==> config.mk <==
export PLATFORM = sky130hd
export DESIGN_NAME = thumb_fetch_buffer
export DESIGN_NICKNAME = d
export VERILOG_FILES = /design/src/rtl/fetch_pkg.sv /design/src/rtl/fetch_word_fifo.sv /design/src/rtl/thumb_fetch_buffer.sv
export SDC_FILE = /design/constraint.sdc
export NUM_CORES = 1
export LEC_CHECK = 0
export BUFFER_PORTS_ARGS = -buffer_cell sky130_fd_sc_hd__clkbuf_2
export CAP_MARGIN = 20
export CORE_UTILIZATION = 37
export CTS_CLUSTER_DIAMETER = 150
export DETAILED_ROUTE_END_ITERATION = 8
export GPL_ROUTABILITY_DRIVEN = 0
export GPL_TIMING_DRIVEN = 0
export SYNTH_ARGS = -nofsm -noshare
export SYNTH_HDL_FRONTEND = slang
export SYNTH_HIERARCHICAL = 1
export SYNTH_SLANG_ARGS = --single-unit
==> constraint.sdc <==
create_clock -name clk -period 2.75 [get_ports clk]
set_input_delay 0.55 -clock clk [delete_from_list [all_inputs] [get_ports clk]]
set_output_delay 0.55 -clock clk [all_outputs]
set_load 0.005 [all_outputs]
==> src/rtl/fetch_pkg.sv <==
// Shared types and constants for the Thumb/ARM instruction prefetch stage.
// Address helpers keep PC and fetch-address alignment rules in one place.
package fetch_pkg;

    localparam int WORD_W = 32;

    typedef logic [WORD_W-1:0] fetch_addr_t;

    localparam fetch_addr_t STEP_THUMB = 32'd2;
    localparam fetch_addr_t STEP_ARM   = 32'd4;

    // Thumb instructions are halfword aligned, ARM instructions word aligned.
    function automatic fetch_addr_t align_pc(input fetch_addr_t addr, input logic thumb);
        return thumb ? {addr[WORD_W-1:1], 1'b0} : {addr[WORD_W-1:2], 2'b00};
    endfunction

    function automatic fetch_addr_t word_align(input fetch_addr_t addr);
        return {addr[WORD_W-1:2], 2'b00};
    endfunction

endpackage

==> src/rtl/fetch_word_fifo.sv <==
// Small word FIFO with a registered head word; clear overrides push and pop.
// The head register is refreshed every cycle so rdata never depends on pop combinationally.
module fetch_word_fifo
    import fetch_pkg::*;
#(
    parameter int DEPTH = 2
) (
    input  logic                     clk,
    input  logic                     rst_n,
    input  logic                     push,
    input  logic                     pop,
    input  logic                     clear,
    input  logic [WORD_W-1:0]        wdata,
    output logic [WORD_W-1:0]        rdata,
    output logic [$clog2(DEPTH):0]   count
);

    localparam int PTR_W = $clog2(DEPTH);
    localparam int CNT_W = PTR_W + 1;

    logic [WORD_W-1:0] mem [DEPTH];
    logic [PTR_W-1:0]  rd_ptr;
    logic [PTR_W-1:0]  wr_ptr;
    logic [PTR_W-1:0]  rd_next;
    logic [WORD_W-1:0] head_d;

    // When the slot about to become head is written this cycle, bypass wdata.
    always_comb begin
        rd_next = rd_ptr + PTR_W'(pop);
        head_d  = mem[rd_next];
        if (push && (wr_ptr == rd_next)) begin
            head_d = wdata;
        end
    end

    always_ff @(posedge clk or negedge rst_n) begin
        if (!rst_n) begin
            for (int i = 0; i < DEPTH; i++) begin
                mem[i] <= '0;
            end
            rd_ptr <= '0;
            wr_ptr <= '0;
            count  <= '0;
            rdata  <= '0;
        end else if (clear) begin
            rd_ptr <= '0;
            wr_ptr <= '0;
            count  <= '0;
            rdata  <= '0;
        end else begin
            if (push) begin
                mem[wr_ptr] <= wdata;
                wr_ptr      <= wr_ptr + PTR_W'(1);
            end
            rd_ptr <= rd_next;
            count  <= count + CNT_W'(push) - CNT_W'(pop);
            rdata  <= head_d;
        end
    end

endmodule

==> src/rtl/thumb_fetch_buffer.sv <==
// Instruction prefetch stage: fetches words into a FIFO and presents them to the
// decoder with a PC that steps by 2 (Thumb) or 4 (ARM); flush redirects the stream.
module thumb_fetch_buffer
    import fetch_pkg::*;
#(
    parameter int          DEPTH        = 2,
    parameter logic [31:0] RESET_VECTOR = 32'h0000_0000
) (
    input  logic        clk,
    input  logic        rst_n,
    input  logic        thumb,
    input  logic        flush,
    input  logic [31:0] flush_addr,
    output logic        imem_req,
    output logic [31:0] imem_addr,
    input  logic        imem_ack,
    input  logic [31:0] imem_rdata,
    output logic        dec_valid,
    input  logic        dec_ready,
    output logic [31:0] code,
    output logic        addr1,
    output logic [31:0] pc
);

    localparam int               CNT_W    = $clog2(DEPTH) + 1;
    localparam logic [CNT_W-1:0] FULL_CNT = CNT_W'(DEPTH);

    logic [CNT_W-1:0] count;
    logic [31:0]      fifo_rdata;
    logic             ack_ok;
    logic             push;
    logic             pop;
    logic             xfer;

    fetch_addr_t pc_q, pc_d;
    fetch_addr_t faddr_q, faddr_d;
    fetch_addr_t disc_addr_q, disc_addr_d;
    logic        discard_q, discard_d;

    // Handshakes: imem_req/imem_addr hold until imem_ack completes the single
    // outstanding read; the decoder takes an instruction on a cycle where
    // dec_valid && dec_ready, and dec_valid never waits on dec_ready.
    always_comb begin
        imem_req  = rst_n && (count < FULL_CNT);
        imem_addr = discard_q ? disc_addr_q : faddr_q;
        dec_valid = (count != '0) && !discard_q;
        ack_ok    = imem_req && imem_ack;
        push      = ack_ok && !discard_q && !flush;
        xfer      = dec_valid && dec_ready && !flush;
        pop       = xfer && (!thumb || pc_q[1]);
        code      = fifo_rdata;
        pc        = pc_q;
        addr1     = pc_q[1];
    end

    fetch_word_fifo #(
        .DEPTH (DEPTH)
    ) u_fifo (
        .clk   (clk),
        .rst_n (rst_n),
        .push  (push),
        .pop   (pop),
        .clear (flush),
        .wdata (imem_rdata),
        .rdata (fifo_rdata),
        .count (count)
    );

    // A redirect with a read still in flight keeps presenting the old address
    // until that read acks, then the dropped word clears discard.
    always_comb begin
        pc_d        = pc_q;
        faddr_d     = faddr_q;
        discard_d   = discard_q;
        disc_addr_d = disc_addr_q;
        if (flush) begin
            pc_d      = align_pc(flush_addr, thumb);
            faddr_d   = word_align(flush_addr);
            discard_d = imem_req && !imem_ack;
            if (imem_req && !imem_ack && !discard_q) begin
                disc_addr_d = faddr_q;
            end
        end else begin
            if (xfer) begin
                pc_d = pc_q + (thumb ? STEP_THUMB : STEP_ARM);
            end
            if (push) begin
                faddr_d = faddr_q + STEP_ARM;
            end
            if (ack_ok && discard_q) begin
                discard_d = 1'b0;
            end
        end
    end

    always_ff @(posedge clk or negedge rst_n) begin
        if (!rst_n) begin
            pc_q        <= RESET_VECTOR;
            faddr_q     <= word_align(RESET_VECTOR);
            disc_addr_q <= '0;
            discard_q   <= 1'b0;
        end else begin
            pc_q        <= pc_d;
            faddr_q     <= faddr_d;
            disc_addr_q <= disc_addr_d;
            discard_q   <= discard_d;
        end
    end

endmodule
==> reports/metrics.cfg <==
[yosys]
synth_seq_area_share_pct=48.8
synth_mux_area_share_pct=18.2
synth.area.top_cells=dfrtp_1 49%, mux2_2 13%, a211oi_2 3.8%
synthSimpleGateAreaFrac_pct=15.0
yosysMostFrequentCell=dfrtp_1
ys_seq_elements=192
syn-cell-area_sq_um=9850
synthAdderAreaFrac_pct=0.965
synthCells=852
yosysTopAreaCellShare_pct=48.8
synth_edf_count=0
synth_area_per_cell_sq_um=11.6
synth_common_cells=192 x dfrtp_1, 114 x mux2_2, 45 x nor2_1, 41 x nor3_1, 33 x mux2i_1
yosys_warnings=6
yosys.area.top_type=dfrtp_1
synth_top_family_by_area=multiplexers
synth_xor_area_share_pct=1.74
synth_flop_cell=dfrtp_1
synth_cell_types=62
synthArstFlopShare_pct=100
synth_compound_area_share_pct=11.7

[sta]
finalHoldViolations=0
grt_setup_unrepaired=no
finalSetupViolations=0
final.setup_skew_ns=0.0153
finalMaxSlewViolations=0
worst_slew_pin_slew_ns=0.768
layout_worst_path_cycle_share_pct=94.0
slew-limit-headroom_pct=48.8
fmax_ghz=0.387
layout_min_cycle_time_ns=2.58

[power_and_ir_drop]
leakage_nw=5.37
power_density_nw_per_um2=651
power.internal_w=0.00539
p_seq_share_pct=46.7
p_clk_share_pct=34.1
power_frac_comb_pct=19.3
ir_worst_vdd_mv=0.428
p_sw_w=0.00231
switching_share_pct=30.0

[drt]
drc=0
vias=7728
drtIter0Drc=641
dr.pass1.iters=5
wire_per_inst_um=19.9
routed_via_density=5.56
ant_nets=0
drt_wl_total_um=27700

[finish]
area_growth_syn_to_layout_pct=20.0
final_core_util_pct=45.4
drive_gt1_share_pct=37.3
stdcell_count=1389
final_nets=1115
fill_cells=2481

[worst_setup_path]
cp_slowest_cell=buf_2
crit_type=in2reg
worstPathRequired_ns=3.06
crit_chain=clkbuf_2, clkbuf_1, clkbuf_4, nor2_2, inv_2, nor3_2, buf_2, mux2_2
crit_path_max_fanout=19
arrival_ns=2.89
slowest_delay_ns=0.37
cp-start-kind=input pin
endpoint_kind=flip-flop

[floorplanning]
io_pins=169
dieArea_sq_um=27300
start_util_pct=37.8
row_count=59
core_area_sq_um=26100
die_x_um=165
die_h_um=165

[clock_network]
max-clock-path-buffers=2
cts_buffers=17
clock_latency_ns=0.43
ctsRootBufferMaster=clkbuf_16
htree_levels=4
postCtsHoldBufs=0
clock-sinks=192
tritoncts=done
path_clk_slew_ns=0.07

[outcome]
status=complete, no violations

[place]
hpwlAfterDp_um=19800
place_inst=1354
io_buffers=164

[global_routing]
grt_pass1_wl_um=42300
grt_pass1_vias=7578
grt_max_degree=106
grt_overflow=0
gr-usage-all-layers_pct=20.3
antenna_found_initial=4

[flow_run]
cap_viol_max_count=0

[min_path]
hold_class=in2async

## power by group through the flow
stage          clock [W]  sequential [W]  combinational [W]
6_report         0.00263         0.00359            0.00148
5_1_grt          0.00279         0.00366            0.00164
4_1_cts          0.00269         0.00359            0.00150
3_5_place_dp           0         0.00365            0.00149
3_3_place_gp           0         0.00363            0.00146
2_1_floorplan          0         0.00357           0.000932
## flip-flops by register name, indices dropped and copies added (netlist names)
register       flops
faddr_q           30
u_fifo/wr_ptr      1
discard_q          1
u_fifo/count       2
u_fifo/mem        64
pc                31
u_fifo/rdata      32
u_fifo/rd_ptr      1
disc_addr_q       30
## what timing repair did
item | in CTS | in global routing
gates resized for setup | 6 | 6
gates cloned | 0 | 1
buffers inserted | 0 | 0
setup endpoints to repair | 97 | 62
## stage by stage
stage,worst slack [ns],hold WS [ns],total power [W],cell area (sq um),setup TNS [ns]
2_1_floorplan,0.0225,0.254,0.00450,9860,0
3_3_place_gp,-4.20,0.462,0.00509,11100,-1120.61
3_5_place_dp,-1.16,0.479,0.00514,11100,-91.82
4_1_cts,0.000299,0.0567,0.00779,11800,0
5_1_grt,0.00386,0.00799,0.00809,11800,0
6_report,0.166,0.00729,0.00770,11800,0
## critical path: cells and delay by family
kind,cells,cell delay [ns]
AND/OR/NAND/NOR,2,0.69
multiplexers,1,0.37
buffers and inverters,5,1.27
## cell families (layout without fill, tap and decap cells)
| kind of cell | count (synthesis) | in the layout |
|---|---|---|
| and+or+nand+nor | 254 | 254 |
| DFF | 192 | 192 |
| xor gates and xnor gates | 17 | 17 |
| other | 1 | 6 |
| buffers and inverters | 76 | 273 |
| AOI/OAI and AO/OA | 142 | 142 |
| muxes | 163 | 163 |
| adders and majority gates | 7 | 7 |
## final cells by class
type | count | area (sq um) | area share (%)
Sequential cell | 192 | 4800 | 40.6
Multi-Input combinational cell | 586 | 4720 | 39.9
Timing Repair Buffer | 166 | 880 | 7.44
Clock buffer | 17 | 425 | 3.60
Tap cell | 335 | 419 | 3.54
Buffer | 62 | 315 | 2.67
Clock inverter | 15 | 204 | 1.72
Inverter | 13 | 48.8 | 0.413
Antenna cell | 3 | 7.51 | 0.0635
## cell usage in the layout, fill, tap and decap left out, types with 26 or more instances in the layout
cell type and n:
mux2_2 114, dfrtp_1 192, clkbuf_2 164, nor3_1 40, mux2i_1 33, a31oi_1 26, a211oi_2 30, clkbuf_1 26
nor2_1 44
## worst paths after layout
path,start,slack (ns),cells past startpoint,endpoint
setup / recovery,flush,0.17,8,u_fifo/mem[60]
hold / removal,rst_n,0.007,1,pc[16]
setup reg to reg,discard_q,0.17,9,u_fifo/rdata[7]
hold reg to reg,disc_addr_q[7],0.49,1,disc_addr_q[7]
max in group asynchronous,rst_n,1.93,2,u_fifo/mem[59]
min in group clk,imem_ack,0.36,2,discard_q
## per-layer routing
metal | up-vias | GRT usage (%) | part of all wire (%)
met1 | 3853 | 25.9 | 42
met4 | 2 | 6.05 | 1.8
met3 | 30 | 4.72 | 7.4
met2 | 252 | 34.0 | 49
met5 | - | 0 | 0.061
li1 | 3591 | - | -
Power figures use the tool's default switching activity.
